**src/rtl/face_detect_haar_accum_pkg.sv**
```systemverilog
// Shared types, default widths and sign-extension helper for the Haar feature accumulator.
// The FACE_DETECT_HAAR_ACCUM_SAT_EN macro (see the addsat sub-module) selects saturating adds.
package face_detect_pkg;

   localparam int unsigned DATA_W = 24;
   localparam int unsigned ACC_W  = 32;
   localparam int unsigned VOTE_W = 16;
   localparam int unsigned SEXT_W = 64;

   typedef enum logic [0:0] {S_ACC, S_OUT} state_e;

   // Replicate bit w-1 of v into every higher bit; callers truncate to ACC_W.
   function automatic logic [SEXT_W-1:0] sext(input logic [SEXT_W-1:0] v, input int unsigned w);
      logic [SEXT_W-1:0] r;
      r = v;
      for (int unsigned i = 0; i < SEXT_W; i++) begin
         if (i >= w) r[i] = v[w-1];
      end
      return r;
   endfunction

endpackage

```
**src/rtl/face_detect_haar_accum_if.sv**
```systemverilog
// Valid/ready product input and result output bundle of the Haar feature accumulator.
interface face_detect_haar_accum_if #(
   parameter int unsigned DATA_W = 24,
   parameter int unsigned ACC_W  = 32,
   parameter int unsigned VOTE_W = 16
);
   logic              in_valid;
   logic              in_ready;
   logic [DATA_W-1:0] in_prod;
   logic              in_last;
   logic [DATA_W-1:0] in_thresh;
   logic [VOTE_W-1:0] in_left;
   logic [VOTE_W-1:0] in_right;
   logic              out_valid;
   logic              out_ready;
   logic [ACC_W-1:0]  out_sum;
   logic              out_pass;
   logic [VOTE_W-1:0] out_vote;
   logic              out_err;

   modport master (
      output in_valid, in_prod, in_last, in_thresh, in_left, in_right, out_ready,
      input  in_ready, out_valid, out_sum, out_pass, out_vote, out_err
   );

   modport slave (
      input  in_valid, in_prod, in_last, in_thresh, in_left, in_right, out_ready,
      output in_ready, out_valid, out_sum, out_pass, out_vote, out_err
   );
endinterface

```
**src/rtl/face_detect_haar_addsat.sv**
```systemverilog
// Combinational accumulator adder; FACE_DETECT_HAAR_ACCUM_SAT_EN clamps signed overflow.
module face_detect_haar_addsat #(
   parameter int unsigned ACC_W = 32
) (
   input  logic [ACC_W-1:0] a,
   input  logic [ACC_W-1:0] b,
   output logic [ACC_W-1:0] sum
);
   logic [ACC_W-1:0] raw;

   assign raw = a + b;

`ifdef FACE_DETECT_HAAR_ACCUM_SAT_EN
   logic ovf;

   // Overflow only when both operands share a sign the result does not.
   assign ovf = (a[ACC_W-1] == b[ACC_W-1]) && (raw[ACC_W-1] != a[ACC_W-1]);

   always_comb begin
      sum = raw;
      if (ovf) sum = a[ACC_W-1] ? {1'b1, {(ACC_W-1){1'b0}}} : {1'b0, {(ACC_W-1){1'b1}}};
   end
`else
   assign sum = raw;
`endif
endmodule

```
**src/rtl/face_detect_haar_accum.sv**
```systemverilog
// Accumulates one Haar feature's weighted rectangle products and emits the thresholded vote.
// Build with FACE_DETECT_HAAR_ACCUM_SAT_EN for saturating accumulation.
module face_detect_haar_accum #(
   parameter int unsigned DATA_W       = face_detect_pkg::DATA_W,
   parameter int unsigned ACC_W        = face_detect_pkg::ACC_W,
   parameter int unsigned VOTE_W       = face_detect_pkg::VOTE_W,
   parameter int unsigned NUM_RECT_MAX = 3
) (
   input logic                   clk,
   input logic                   reset,
   face_detect_haar_accum_if.slave bus
);
   import face_detect_pkg::*;

   localparam int unsigned CNT_W = $clog2(NUM_RECT_MAX + 1);

   state_e           state, state_next;
   logic [ACC_W-1:0] acc;
   logic [ACC_W-1:0] prod_ext;
   logic [ACC_W-1:0] thresh_ext;
   logic [ACC_W-1:0] final_sum;
   logic [CNT_W-1:0] beat_cnt;
   logic             fire;
   logic             force_last;
   logic             is_last;
   logic             pass;

   assign prod_ext   = ACC_W'(sext(SEXT_W'(bus.in_prod), DATA_W));
   assign thresh_ext = ACC_W'(sext(SEXT_W'(bus.in_thresh), DATA_W));

   face_detect_haar_addsat #(
      .ACC_W (ACC_W)
   ) u_addsat (
      .a   (acc),
      .b   (prod_ext),
      .sum (final_sum)
   );

   assign bus.in_ready = (state == S_ACC) || bus.out_ready;
   assign fire         = bus.in_valid && bus.in_ready;
   // A beat past NUM_RECT_MAX closes the feature even without in_last.
   assign force_last   = (beat_cnt == CNT_W'(NUM_RECT_MAX)) && !bus.in_last;
   assign is_last      = bus.in_last || force_last;
   assign pass         = $signed(final_sum) >= $signed(thresh_ext);

   always_ff @(posedge clk) begin
      if (reset) state <= S_ACC;
      else       state <= state_next;
   end

   always_comb begin
      state_next    = state;
      bus.out_valid = 1'b0;
      unique case (state)
         S_ACC: begin
            if (fire && is_last) state_next = S_OUT;
         end
         S_OUT: begin
            bus.out_valid = 1'b1;
            if (bus.out_ready) state_next = (fire && is_last) ? S_OUT : S_ACC;
         end
         default: state_next = S_ACC;
      endcase
   end

   // acc is zero whenever a result is held, so the S_OUT overlap path shares this datapath.
   always_ff @(posedge clk) begin
      if (reset) begin
         acc          <= '0;
         beat_cnt     <= '0;
         bus.out_sum  <= '0;
         bus.out_pass <= 1'b0;
         bus.out_vote <= '0;
         bus.out_err  <= 1'b0;
      end else if (fire) begin
         if (is_last) begin
            acc          <= '0;
            beat_cnt     <= '0;
            bus.out_sum  <= final_sum;
            bus.out_pass <= pass;
            bus.out_vote <= pass ? bus.in_right : bus.in_left;
            bus.out_err  <= bus.out_err | force_last;
         end else begin
            acc      <= final_sum;
            beat_cnt <= beat_cnt + CNT_W'(1);
         end
      end
   end
endmodule
```
**src/flat_wrapper.sv**
```systemverilog
// flat-port wrapper written by rule: the top's interface ports become plain ports
module face_detect_haar_accum_flat import face_detect_pkg::*;
#(
   parameter int unsigned DATA_W       = face_detect_pkg::DATA_W,
   parameter int unsigned ACC_W        = face_detect_pkg::ACC_W,
   parameter int unsigned VOTE_W       = face_detect_pkg::VOTE_W,
   parameter int unsigned NUM_RECT_MAX = 3
)
  (clk, reset, bus_in_valid, bus_in_prod, bus_in_last, bus_in_thresh, bus_in_left, bus_in_right, bus_out_ready, bus_in_ready, bus_out_valid, bus_out_sum, bus_out_pass, bus_out_vote, bus_out_err);
  face_detect_haar_accum_if #(.DATA_W(DATA_W), .ACC_W(ACC_W), .VOTE_W(VOTE_W)) bus_i ();
  input logic clk;
  input logic reset;
  input wire logic [$bits(bus_i.in_valid)-1:0] bus_in_valid;
  input wire logic [$bits(bus_i.in_prod)-1:0] bus_in_prod;
  input wire logic [$bits(bus_i.in_last)-1:0] bus_in_last;
  input wire logic [$bits(bus_i.in_thresh)-1:0] bus_in_thresh;
  input wire logic [$bits(bus_i.in_left)-1:0] bus_in_left;
  input wire logic [$bits(bus_i.in_right)-1:0] bus_in_right;
  input wire logic [$bits(bus_i.out_ready)-1:0] bus_out_ready;
  output wire logic [$bits(bus_i.in_ready)-1:0] bus_in_ready;
  output wire logic [$bits(bus_i.out_valid)-1:0] bus_out_valid;
  output wire logic [$bits(bus_i.out_sum)-1:0] bus_out_sum;
  output wire logic [$bits(bus_i.out_pass)-1:0] bus_out_pass;
  output wire logic [$bits(bus_i.out_vote)-1:0] bus_out_vote;
  output wire logic [$bits(bus_i.out_err)-1:0] bus_out_err;
  assign bus_i.in_valid = bus_in_valid;
  assign bus_i.in_prod = bus_in_prod;
  assign bus_i.in_last = bus_in_last;
  assign bus_i.in_thresh = bus_in_thresh;
  assign bus_i.in_left = bus_in_left;
  assign bus_i.in_right = bus_in_right;
  assign bus_i.out_ready = bus_out_ready;
  assign bus_in_ready = bus_i.in_ready;
  assign bus_out_valid = bus_i.out_valid;
  assign bus_out_sum = bus_i.out_sum;
  assign bus_out_pass = bus_i.out_pass;
  assign bus_out_vote = bus_i.out_vote;
  assign bus_out_err = bus_i.out_err;
  face_detect_haar_accum #(.DATA_W(DATA_W), .ACC_W(ACC_W), .VOTE_W(VOTE_W), .NUM_RECT_MAX(NUM_RECT_MAX)) u_core (.clk(clk), .reset(reset), .bus(bus_i));
endmodule
```
**config.mk**
```make
export PLATFORM = sky130hd
export DESIGN_NAME = face_detect_haar_accum_flat
export DESIGN_NICKNAME = d
export VERILOG_FILES = /design/src/rtl/face_detect_haar_accum_pkg.sv /design/src/rtl/face_detect_haar_accum_if.sv /design/src/rtl/face_detect_haar_addsat.sv /design/src/rtl/face_detect_haar_accum.sv /design/src/flat_wrapper.sv
export SDC_FILE = /design/constraint.sdc
export NUM_CORES = 1
export LEC_CHECK = 0
export BUFFER_PORTS_ARGS = -buffer_cell sky130_fd_sc_hd__buf_2
export CORE_MARGIN = 1
export CORE_UTILIZATION = 59
export CTS_CLUSTER_SIZE = 12
export DETAILED_ROUTE_END_ITERATION = 8
export HOLD_SLACK_MARGIN = 0.03
export MAX_ROUTING_LAYER = met4
export PLACE_DENSITY = 0.87
export RECOVER_POWER = 25
export SLEW_MARGIN = 5
export SYNTH_ARGS = -nofsm -noshare
export SYNTH_HDL_FRONTEND = slang
export SYNTH_SLANG_ARGS = --single-unit
```
**constraint.sdc**
```tcl
create_clock -name clk -period 7 [get_ports clk]
set_input_delay 0.7 -clock clk [delete_from_list [all_inputs] [get_ports clk]]
set_output_delay 0.7 -clock clk [all_outputs]
set_load 0.1 [all_outputs]
```
==> results.yml <==
route:
  vias_per_cell: 6.11
  drc_errors: 0
  antenna_left: 0
  routed_wl_um: 15600
  drt_iter0_drc: 274
  wl_per_cell_um: 16.9
  vias: 5638
  drt_pass1_iterations: 5
setup_path:
  reg2reg_depth: 18
  arrival_ns: 5.43
  cp-end-kind: "flop"
  critPathMaxStageDelay_ns: 0.76
  path_class: "in2reg"
  path_max_fanout: 17
  crit_slowest_cell: "mux2i_4"
  crit_required_ns: 7.22
  cp-start-kind: "primary input"
  crit_chain: "buf_2, ha_1, fa_1, a211oi_1, o21ai_2, nand3_2, a21oi_4, a31o_4, mux2_1, or2_1, ha_1, nand2_1, o21ai_1, a211oi_2, o31ai_1, a211oi_2, mux2i_4, mux2i_1, a211oi_1"
cells_and_area:
  drive_gt1_frac: 0.185
  synthToLayoutAreaGrowth_pct: 17.4
  multi_input_area_um2: 3700
  final_util: 0.715
  nets: 940
  fill_cells: 731
  antenna_cells: 0
  ff_latch_area_um2: 1700
clock_network:
  cts_hold_buf: 0
  cts_buffer_depth: 2
  ctsResizeCount: 0
  insertion_delay_ns: 0.37
  numCtsBuffers: 9
  ctsHtreeMaxLevel: 3
  cts_setup_buffers: 0
  clockRootBuffer: "clkbuf_8"
  tritoncts: "built"
  cts.sinks: 85
  path_clk_slew_ns: 0.09
synth:
  synth_compound_area_frac: 0.261
  seq_area_frac_synth: 0.302
  yosys.area.top_type: "dfxtp_1"
  syn_inst: 669
  yosysWarningCount: 0
  synth-edff-count: 0
  synthAdderAreaFrac: 0.146
  yosysTopAreaCellShare: 0.302
  synth_seq_cells: 85
  synth_async_sr_flop_share: 0
  synth_area_per_cell_um2: 8.41
  synth_top_family_by_area: "compound AO/OA/AOI/OAI gates"
  synthFlopType: "dfxtp_1"
  synth_area_leaders: "dfxtp_1 (30%), ha_1 (14%), a21oi_1 (5.2%)"
  synth_simple_gate_area_frac: 0.172
  ys_types: 68
  synth-xor-area-share: 0.0373
  syn_area_um2: 5630
  synthMuxAreaShare: 0.0362
  synth_fp_nets: 819
placed_design:
  dp_hpwl_um: 11700
  post-place-ws_ns: 1.48
  port_buffers: 136
  routabilityCongestion: 0.956
sta:
  tns_ns: 0
  finalCriticalPeriod_ns: 5.21
  hold_ws_ns: 0.456
  hold_violations: 0
  fmax_ghz: 0.192
  finalCritPeriodShare: 0.745
  slew_headroom: 0.197
  worst_pin_slew_ns: 1.21
  rsz0062_at_grt: "no"
  timing.final.ws_setup_ns: 1.79
  setup_violations: 0
  slew_violations: 0
  finClkSkew_ns: 0.0105
status:
  status: "complete, no violations"
die:
  die_y_um: 99.7
  fp.coreArea_um2: 9240
  die_area_um2: 9930
  rows: 35
  die_x_um: 99.7
  pin_count: 137
  start_util: 0.609
global_routing:
  grt_pass1_vias: 5324
  globalRouteOverflowTotal: 0
  grt_max_degree: 76
  grt_pass1_wl_um: 25300
  antenna_found_initial: 0
  gr-usage-all-layers: 0.332
min_path:
  min_path_type: "reg2reg"
  hold_path_depth: 2
pwr:
  max-vdd-ir-drop_mv: 0.171
  power.leakage_nw: 3.15
  power_density_nw_per_um2: 237
flow_run:
  drv_cap: 0
-- layout make-up --
class / instances / share of cell area
Sequential cell: 85 / 0.257
Multi-Input combinational cell: 519 / 0.560
Tap cell: 129 / 0.0244
Clock buffer: 10 / 0.0208
Inverter: 35 / 0.0199
Clock inverter: 5 / 0.0163
Timing Repair Buffer: 140 / 0.101
-- power breakdown --
group,total (mW),switching [mW],internal (mW)
combinational,0.594,0.411,0.183
clock,0.438,0.191,0.247
sequential,0.535,0.0182,0.516
-- Yosys cell counts (3+ instances only) --
master / number
a211oi_2: 4
mux2i_1: 17
nor2_1: 73
and4_1: 4
xnor2_1: 18
or2_2: 3
inv_1: 35
nor2b_1: 5
a21oi_1: 58
clkbuf_1: 28
o21bai_1: 6
nand2_1: 60
xor2_1: 6
a211oi_1: 20
and3_1: 8
nand4_1: 11
nand3_1: 9
o21ai_1: 6
o211ai_1: 3
dfxtp_1: 85
a21o_1: 27
ha_1: 64
nor3_1: 10
o21ai_0: 15
a31oi_1: 5
a22o_1: 12
a22oi_1: 22
nor3b_1: 5
o31ai_1: 3
-- per-stage QoR --
stage	instances	area [um^2]	total power, mW
floorplan	669	5630	1.01
global placement	908	6410	1.11
detailed placement	908	6410	1.13
CTS	923	6650	1.57
global route	923	6610	1.64
finish	923	6610	1.57
-- logic make-up after synthesis --
family,Yosys count
AOI/OAI and AO/OA,206
xor gates and xnor gates,24
muxes,19
adders and majority gates,65
and+or+nand+nor,205
DFF,85
buffers and inverters,65
-- registers in the layout (all words and copies together) (netlist names) --
register / cells
u_core.acc: 32
u_core.bus.out_sum: 32
u_core.bus.out_vote: 16
u_core.beat_cnt: 2
u_core.bus.out_err: 1
u_core.bus.out_pass: 1
u_core.state: 1
-- worst paths after layout --
kind,startpoint,endpoint,slack (ns)
hold reg to reg,u_core.bus.out_sum[22]$_SDFFE_PP0P_,u_core.bus.out_sum[22]$_SDFFE_PP0P_,0.46
setup reg to reg,u_core.acc[0]$_SDFFE_PP0P_,u_core.bus.out_vote[13]$_SDFFE_PP0P_,1.90
setup / recovery,bus_in_prod[0],u_core.bus.out_vote[13]$_SDFFE_PP0P_,1.79
hold / removal,u_core.bus.out_sum[22]$_SDFFE_PP0P_,u_core.bus.out_sum[22]$_SDFFE_PP0P_,0.46
-- cells in the final DEF (no fill, tap or decap), types with 3 or more instances in the layout --
master     count
buf_2        102
dfxtp_1       85
nor2_1        72
ha_1          64
nand2_1       60
a21oi_1       58
inv_1         35
clkbuf_1      34
a21o_1        27
a22oi_1       22
a211oi_1      20
xnor2_1       18
mux2i_1       17
o21ai_0       15
a22o_1        12
nand4_1       11
clkbuf_8      10
nand3_1        9
nor3_1         9
and3_1         8
o21bai_1       6
o21ai_1        6
xor2_1         6
a31oi_1        5
nor3b_1        5
nor2b_1        5
a211oi_2       4
and4_1         4
buf_4          4
or2_2          3
o211ai_1       3
o31ai_1        3
bufinv_16      3
-- critical path, delay by kind of cell --
family	cells	cell delay (ns)
AO/OA/AOI/OAI	9	1.78
multiplexers	3	1.43
adder cells (fa/ha/maj)	3	0.95
AND/OR/NAND/NOR	3	0.46
buffers and inverters	1	0.10
-- routing by layer --
metal | vias up | global-route usage | routed length, um | share of wire
met1 | 2607 | 0.403 | 6530 | 0.42
li1 | 2686 | - | - | -
met3 | 41 | 0.0696 | 1300 | 0.083
met2 | 304 | 0.545 | 7340 | 0.47
met5 | - | - | 0 | 0
met4 | 0 | 0.120 | 406 | 0.026
(Power assumes the default switching activity.)
